## config.mk

```make
export PLATFORM = sky130hd
export DESIGN_NAME = game_flow_ctrl
export DESIGN_NICKNAME = d
export VERILOG_FILES = /design/src/rtl/game_flow_ctrl.sv
export SDC_FILE = /design/constraint.sdc
export NUM_CORES = 1
export LEC_CHECK = 0
export CAP_MARGIN = 10
export CORE_UTILIZATION = 55
export DETAILED_ROUTE_END_ITERATION = 6
export GPL_ROUTABILITY_DRIVEN = 0
export PLACE_DENSITY = 0.81
export SYNTH_ARGS = -nofsm -noshare
export SYNTH_HDL_FRONTEND = slang
export SYNTH_SLANG_ARGS = --single-unit
```

## constraint.sdc

```tcl
create_clock -name clk -period 3.8 [get_ports clk]
set_input_delay 0.38 -clock clk [delete_from_list [all_inputs] [get_ports clk]]
set_output_delay 0.38 -clock clk [all_outputs]
set_load 0.05 [all_outputs]
```

## src/rtl/game_flow_ctrl.sv

```systemverilog
// Pac-Man game sequencer: ready/play/pause/death/level-clear/game-over flow,
// lives and level bookkeeping, and the freeze/respawn/bean-reload controls.
module game_flow_ctrl #(
  parameter int LIVES        = 3,
  parameter int READY_FRAMES = 60,
  parameter int DEATH_FRAMES = 120,
  parameter int CLEAR_FRAMES = 90,
  parameter int MAX_LEVEL    = 9
) (
  input  logic       clk,
  input  logic       rst,
  input  logic       frame_tick,
  input  logic       start,
  input  logic       pause,
  input  logic       crash,
  input  logic       beans_clear,
  output logic [2:0] state,
  output logic       freeze,
  output logic       respawn,
  output logic       reload_beans,
  output logic [1:0] lives,
  output logic [3:0] level,
  output logic       over,
  output logic       win
);

  typedef enum logic [2:0] {
    S_IDLE  = 3'd0,
    S_READY = 3'd1,
    S_PLAY  = 3'd2,
    S_PAUSE = 3'd3,
    S_DYING = 3'd4,
    S_CLEAR = 3'd5,
    S_OVER  = 3'd6
  } state_t;

  localparam logic [7:0] READY_LAST = 8'(READY_FRAMES - 1);
  localparam logic [7:0] DEATH_LAST = 8'(DEATH_FRAMES - 1);
  localparam logic [7:0] CLEAR_LAST = 8'(CLEAR_FRAMES - 1);
  localparam logic [1:0] LIVES_INIT = 2'(LIVES);
  localparam logic [3:0] LEVEL_LAST = 4'(MAX_LEVEL);

  state_t     cur;
  state_t     nxt;
  logic [7:0] cnt;
  logic [7:0] cnt_nxt;
  logic [7:0] timer_last;
  logic       timed;
  logic       timer_done;
  logic [1:0] lives_nxt;
  logic [3:0] level_nxt;
  logic       win_nxt;
  logic       respawn_nxt;
  logic       reload_nxt;

  // Saturating counters keep lives from wrapping and level within range.
  function automatic logic [1:0] lives_dec(input logic [1:0] l);
    return (l == 2'd0) ? 2'd0 : l - 2'd1;
  endfunction

  function automatic logic [3:0] level_inc(input logic [3:0] l);
    return (l >= LEVEL_LAST) ? LEVEL_LAST : l + 4'd1;
  endfunction

  always_comb begin
    timer_last = 8'd0;
    timed      = 1'b0;
    case (cur)
      S_READY: begin timer_last = READY_LAST; timed = 1'b1; end
      S_DYING: begin timer_last = DEATH_LAST; timed = 1'b1; end
      S_CLEAR: begin timer_last = CLEAR_LAST; timed = 1'b1; end
      default: begin timer_last = 8'd0;       timed = 1'b0; end
    endcase
    timer_done = timed && frame_tick && (cnt == timer_last);
  end

  always_comb begin
    nxt         = cur;
    lives_nxt   = lives;
    level_nxt   = level;
    win_nxt     = win;
    respawn_nxt = 1'b0;
    reload_nxt  = 1'b0;
    case (cur)
      S_IDLE: begin
        if (start) begin
          nxt         = S_READY;
          lives_nxt   = LIVES_INIT;
          level_nxt   = 4'd1;
          win_nxt     = 1'b0;
          respawn_nxt = 1'b1;
          reload_nxt  = 1'b1;
        end
      end
      S_READY: begin
        if (timer_done) nxt = S_PLAY;
      end
      S_PLAY: begin
        // A last bean eaten while touching a ghost still counts as a clear.
        if (beans_clear)  nxt = S_CLEAR;
        else if (crash)   nxt = S_DYING;
        else if (pause)   nxt = S_PAUSE;
      end
      S_PAUSE: begin
        if (pause) nxt = S_PLAY;
      end
      S_DYING: begin
        if (timer_done) begin
          lives_nxt = lives_dec(lives);
          if (lives <= 2'd1) begin
            nxt = S_OVER;
          end else begin
            nxt         = S_READY;
            respawn_nxt = 1'b1;
          end
        end
      end
      S_CLEAR: begin
        if (timer_done) begin
          if (level >= LEVEL_LAST) begin
            nxt     = S_OVER;
            win_nxt = 1'b1;
          end else begin
            nxt         = S_READY;
            level_nxt   = level_inc(level);
            respawn_nxt = 1'b1;
            reload_nxt  = 1'b1;
          end
        end
      end
      S_OVER: begin
        if (start) nxt = S_IDLE;
      end
      default: nxt = S_IDLE;
    endcase

    // Ticks coincident with a transition belong to the old state.
    if (nxt != cur)              cnt_nxt = 8'd0;
    else if (timed && frame_tick) cnt_nxt = cnt + 8'd1;
    else                          cnt_nxt = cnt;
  end

  // freeze and over are registered from the next state so they align with state.
  always_ff @(posedge clk) begin
    if (!rst) begin
      cur          <= S_IDLE;
      cnt          <= 8'd0;
      lives        <= 2'd0;
      level        <= 4'd0;
      win          <= 1'b0;
      respawn      <= 1'b0;
      reload_beans <= 1'b0;
      freeze       <= 1'b1;
      over         <= 1'b0;
    end else begin
      cur          <= nxt;
      cnt          <= cnt_nxt;
      lives        <= lives_nxt;
      level        <= level_nxt;
      win          <= win_nxt;
      respawn      <= respawn_nxt;
      reload_beans <= reload_nxt;
      freeze       <= (nxt != S_PLAY);
      over         <= (nxt == S_OVER);
    end
  end

  assign state = cur;

endmodule

```

==> results of run 1 <==
[path summary, 6_finish.rpt]
path                            start                end  slack, ns
setup reg to reg  state[0]$_SDFF_PN0_  freeze$_SDFF_PN1_       1.07
hold reg to reg      win$_SDFFE_PN0P_   win$_SDFFE_PN0P_       0.47
setup / recovery  state[0]$_SDFF_PN0_  freeze$_SDFF_PN1_       1.07
hold / removal       win$_SDFFE_PN0P_   win$_SDFFE_PN0P_       0.47
[worst register-to-register path, stage by stage (launching register included)]
cell	delay, ns
dfxtp_1	0.69
inv_4	0.10
or4b_4	0.52
a32oi_2	0.67
a32oi_1	0.24
or3b_1	0.41
[layout make-up]
cell class / instances / area (um2)
inverters: 7 / 28.8
well taps: 28 / 35.0
fillers: 208 / 713
flip-flops and latches: 22 / 440
clock buffers: 3 / 22.5
repair buffers: 20 / 200
multi-input cells: 119 / 815
[kinds of logic (layout without fill, tap and decap cells)]
family                     count (synthesis)  count (layout)  share of synthesized area (%)
and+or+nand+nor                           70              70                           31.6
AOI/OAI and AO/OA                         34              34                           18.0
DFF                                       22              22                           33.1
buffers and inverters                     14              30                           5.82
xor gates and xnor gates                   9               9                           5.92
adders and majority gates                  4               4                           3.76
muxes                                      2               2                           1.88
[cell usage in the layout (no fill, tap or decap), types with 2 or more instances in the layout]
| cell | synthesis | routed |
|---|---|---|
| dfxtp_1 | 22 | 22 |
| nand2b_1 | 3 | 3 |
| nor3_1 | 2 | 2 |
| a31oi_1 | 2 | 2 |
| a21o_1 | 2 | 2 |
| and3_1 | 5 | 5 |
| nand3b_1 | 2 | 2 |
| xnor2_1 | 3 | 3 |
| ha_1 | 4 | 4 |
| inv_1 | 6 | 6 |
| nor4b_1 | 3 | 3 |
| nor2_1 | 18 | 18 |
| clkdlybuf4s50_1 | 0 | 20 |
| xor2_1 | 6 | 6 |
| nor2b_1 | 5 | 5 |
| clkbuf_4 | 0 | 3 |
| nand2_1 | 12 | 12 |
| o21ai_0 | 8 | 8 |
| nand3_1 | 6 | 6 |
| a21oi_1 | 10 | 10 |
[report_power, final]
| group | internal [mW] | total, mW | switching [mW] |
|---|---|---|---|
| logic | 0.0342 | 0.0933 | 0.0592 |
| registers | 0.237 | 0.248 | 0.0106 |
| clock network | 0.0369 | 0.102 | 0.0654 |
[through the flow]
| step | util, % | std cells | power (mW) |
|---|---|---|---|
| 6_report | 68.4 | 199 | 0.443 |
| 5_1_grt | 68.4 | 199 | 0.467 |
| 4_1_cts | 68.4 | 199 | 0.445 |
| 3_5_place_dp | 67.4 | 196 | 0.345 |
| 3_3_place_gp | 67.4 | 196 | 0.343 |
| 2_1_floorplan | - | 155 | 0.320 |
[per-layer routing]
| layer | global-route usage, % | up-vias | routed length [um] |
|---|---|---|---|
| met1 | 33.6 | 546 | 1380 |
| met3 | 3.27 | 2 | 100 |
| met4 | 8.56 | 0 | 17 |
| met2 | 41.2 | 25 | 1380 |
| met5 | 0 | - | 0 |
| li1 | - | 590 | - |
[state kept, by name, indices dropped and copies added (netlist names)]
signal / count
level: 4
win: 1
cnt: 8
state: 3
lives: 2
reload_beans: 1
over: 1
freeze: 1
respawn: 1
[cells in the mapped netlist (4+ instances only)]
cell type and n:
a21oi_1 10, and3_1 5, dfxtp_1 22, ha_1 4, inv_1 6, nand2_1 12
nand3_1 6, nor2_1 18, nor2b_1 5, o21ai_0 8, xor2_1 6
==> run metrics, run 1 <==
syn_nets 166; num rows 17; RSZ-0062 raised after global routing false; peak supply drop 0.259 mV; Hold Buf Count CTS 0; # setup viols final 0; Post-Synthesis Cell Area about 0.0013 mm2; Worst-Margin Slew 0.759 ns; Starting Density 59.1%; gr usage total 25.1%; share of cells above drive strength 1 9.36%; PnR worst setup slack roughly 1.1 ns; initial antenna violation count 0; CP arrival 2.92 ns; flops & latches, synth 22; IO Count 21; Main synth FF type dfxtp_1; gr ovfl total 0; per-cell routed wire length 14.5 um; Max Root-Sink Buffers 2; Routed Antenna Nets 0; pre-CTS WS 1.12 ns; first-pass GRT wire length 4.97 mm; Core ar. between 0.002 and 0.0025 mm2; CP top delay family simple AND/OR/NAND/NOR gates; Max Clock Skew 0.00166 ns; EDFF count, synth 0; insertion delay to the later sink of the worst-skew pair 0.30 ns; outcome finished, final reports clean; type of the most critical hold path flop to flop; Syn-to-layout area delta 15.7%; worst hold slack 0.473 ns; nets 184; Yosys top cell area share 33.1%; vias after detailed routing 1163; Fin. Hold Viols 0; Initial DRC Count 29; worst hold stages 2; post-cts resize count 0; n_diodes 0; vias in the first global route ~1.1k; crit share post-route between 70% and 80%; largest area contributor in the netlist dfxtp_1; f_max 367 MHz; Num CTS Buffers 3; CTS clk-pin slew, worst paths 0.11 ns; Max Cap Viol 0; max_slew headroom 49.4%; Port Buffers 20; CTS tree yes; Synth cell types 50; worst path required time 3.99 ns; Die Y a little over 50 um; cell count after synthesis 155; # clock sinks 22; PD cells 288 mW/mm2; number of remaining DRC errors 0; critical path class flop to flop; startpoint types flop; crit path cell chain inv_4, or4b_4, a32oi_2, a32oi_1, or3b_1; Post-synth ARST share 0%; Die W 51.2 um; CP endpoint kind flop; Sum Neg Setup Slack 0 ns; vias per cell 5.84; Post-CTS Setup Bufs 0; Final Instance Area 0.00154 mm2; minimum clock period approximately 2.7 ns; fin. max-slew vios 0; P_leak 0.538 nW; Area contributors post-synth dfxtp_1 33%, nor2_1 5.1%, xor2_1 3.9%; placed cell areas roughly 0.0015 mm2; Ys Warns 0; H-tree depth 1; Die Area 0.00262 mm2; WP depth 5; slowest stage delay, CP ~0.69 ns; largest net degree at the start of global routing 21; CP max FO 15; WL final 2.88 mm; root buf cell clkbuf_4; sequential cell area fraction in the yosys report 33.1%; Slowest cell on crit path dfxtp_1; DRT Pass-1 Iters 4; Avg Cell Area, Syn 8.60 um2; Post-DP HPWL between 1.5 and 2 mm; CP bufs+invs 1; worst-case reg-to-reg path depth 5
Power figures use the tool's default switching activity.
==> run 2: changes to the inputs <==
- CORE_UTILIZATION: 55 -> 53
- PLACE_DENSITY: 0.81 -> 0.79
- clock period: 3.8 -> 2.8 ns (I/O delays scaled with it)
==> run metrics, run 2 (same netlist as run 1, synthesis figures left out) <==
Num CTS Buffers 3 (unchanged); outcome finished, final reports clean; worst hold stages 2 (unchanged); gr ovfl total 0 (unchanged); CTS clk-pin slew, worst paths 0.12 ns (about the same); CP arrival 2.50 ns (-0.42 ns); peak supply drop 0.324 mV (+25%); startpoint types flop; R2R Setup Slk 0.51 ns (-0.57 ns); CP max FO 15 (unchanged); FILL cells 184 (-12%); total power 0.605 mW (+36%); Max Root-Sink Buffers 2 (unchanged); placed cell areas 0.00154 mm2 (+1.5%); num rows 17 (unchanged); worst-case reg-to-reg path depth 6 (+1); type of the most critical hold path flop to flop; Post-CTS Setup Bufs 0 (unchanged); Final Instance Area 0.00156 mm2 (+1.5%); post-cts resize count 0 (unchanged); Die W 52.1 um (+1.8%); # setup viols final 0 (unchanged); Routed Antenna Nets 0 (unchanged); Initial DRC Count 26 (-10%); P_leak 0.554 nW (+2.9%); CTS tree yes; Max Cap Viol 0 (unchanged); Largest Register cnt; pre-CTS WS 0.532 ns (-0.588 ns); nets 187 (+1.6%); Port Buffers 20 (unchanged); DRT Pass-1 Iters 5 (+1); WL final 2.87 mm (-0.45%); vias after detailed routing 1201 (+3.3%); FF-to-FF Start state[0]$_SDFF_PN0_; vias in the first global route 1097 (-0.81%); share of cells above drive strength 1 10.9% (+1.6 points); Fin. Hold Viols 0 (unchanged); number of remaining DRC errors 0 (unchanged); slowest stage delay, CP 0.72 ns (+0.03 ns); critical path class flop to flop; Syn-to-layout area delta 17.4%; # clock sinks 22 (unchanged); Seq pwr share 55.7% (-0.2 points); most common cell after layout, fill and taps aside dfxtp_1; commonest cells after routing, fill and taps aside 22 x dfxtp_1, 20 x clkdlybuf4s50_1, 18 x nor2_1, 12 x nand2_1, 10 x a21oi_1; hold_sp win$_SDFFE_PN0P_; crit share post-route 81.9% (+10 points); RR Endpoint level[2]$_SDFFE_PN0P_; H-tree depth 1 (unchanged); initial antenna violation count 0 (unchanged); area of the multi-input gates 815 um2 (unchanged); n_diodes 0 (unchanged); sw frac 30.4% (-0.058 points); crit path cell chain inv_4, or4b_4, a32oi_2, buf_4, nand3_2, mux2_4; Sequential Area 440 um2 (unchanged); Slowest cell on crit path dfxtp_1; Die Y 52.1 um (+1.8%); first-pass GRT wire length 4.93 mm (-0.70%); Max Clock Skew 0.0145 ns (+0.0128 ns); Sum Neg Setup Slack 0 ns (unchanged); minimum clock period 2.29 ns (-0.434 ns); insertion delay to the later sink of the worst-skew pair 0.30 ns (about the same); Hold Buf Count CTS 0 (unchanged); RSZ-0062 raised after global routing false; CP endpoint kind flop; Clk network pwr share 22.9% (-0.2 points); Final Core Density 68.1% (-0.29 points); Core ar. 0.00230 mm2 (+1.9%); internal power 0.421 mW (+37%); Worst-Margin Slew 0.662 ns (-0.0971 ns); per-cell routed wire length 14.2 um (-1.9%); Die Area 0.00272 mm2 (+3.6%); IO Count 21 (unchanged); PD cells 387 mW/mm2 (+35%); worst hold slack 0.470 ns (-0.00308 ns); largest net degree at the start of global routing 18 (-14%); Starting Density 58.0% (-1.1 points); placed instance count 199 (+1.5%); worst path required time 3.01 ns (-0.98 ns); Comb power frac 21.4% (+0.4 points); fin. max-slew vios 0 (unchanged); Post-DP HPWL 2.08 mm (+4.5%); Switch Pwr 0.184 mW (+36%); vias per cell 5.95 (+1.7%); gr usage total 24.3% (-0.79 points); worst min-delay path endpoint win$_SDFFE_PN0P_; final non-filler cell total 202 (+1.5%); PnR worst setup slack 0.507 ns (-0.566 ns); max_slew headroom 55.2% (+5.9 points); max reg flops 8 (unchanged); f_max 436 MHz (+19%); root buf cell clkbuf_4
[run 2: changes by cell type in the layout (fill, tap and decap cells not counted), sizes merged]
cell,before,now
buf,0,3
[run 2: worst max path at each step]
stage                   startpoint               endpoint  slack [ns]  depth (start not counted)
2_1_floorplan  state[0]$_SDFF_PN0_  level[2]$_SDFFE_PN0P_        0.49                          7
3_3_place_gp   state[0]$_SDFF_PN0_  level[2]$_SDFFE_PN0P_        0.62                          6
5_1_grt        state[0]$_SDFF_PN0_  level[2]$_SDFFE_PN0P_        0.35                          6
4_1_cts        state[0]$_SDFF_PN0_  level[2]$_SDFFE_PN0P_        0.52                          6
3_5_place_dp   state[0]$_SDFF_PN0_  level[2]$_SDFFE_PN0P_        0.53                          6
6_report       state[0]$_SDFF_PN0_  level[2]$_SDFFE_PN0P_        0.51                          6
[run 2: worst max-delay path: cells and delay by family, from the launching register on]
family	cells	cell delay (ns)
flip-flops	1	0.72
AND/OR/NAND/NOR	2	0.61
buffers and inverters	2	0.33
multiplexers	1	0.29
AO/OA/AOI/OAI	1	0.24
[run 2: layout make-up]
| cell class | count | share of cell area [%] |
|---|---|---|
| multi-input combinational | 119 | 52.1 |
| sequential | 22 | 28.2 |
| timing repair buffer | 23 | 14.2 |
| tap | 28 | 2.24 |
| inverter | 7 | 1.84 |
| clock buffer | 3 | 1.44 |
[run 2: layer usage]
| metal | up-vias | share of wire [%] | track usage, % | wire (um) |
|---|---|---|---|---|
| li1 | 597 | - | - | - |
| met1 | 564 | 49 | 34.5 | 1400 |
| met2 | 38 | 46 | 37.6 | 1310 |
| met3 | 2 | 5.0 | 3.51 | 142 |
| met4 | 0 | 0.59 | 7.46 | 17 |
| met5 | - | 0 | 0 | 0 |
[run 2: power by group through the flow]
| stage | Sequential [mW] | Combinational (mW) | Clock (mW) |
|---|---|---|---|
| final | 0.337 | 0.129 | 0.138 |
| after global routing | 0.339 | 0.142 | 0.153 |
| after CTS | 0.337 | 0.129 | 0.139 |
| after detailed placement | 0.344 | 0.128 | 0 |
| after global placement | 0.343 | 0.126 | 0 |
| after floorplan | 0.364 | 0.0706 | 0 |
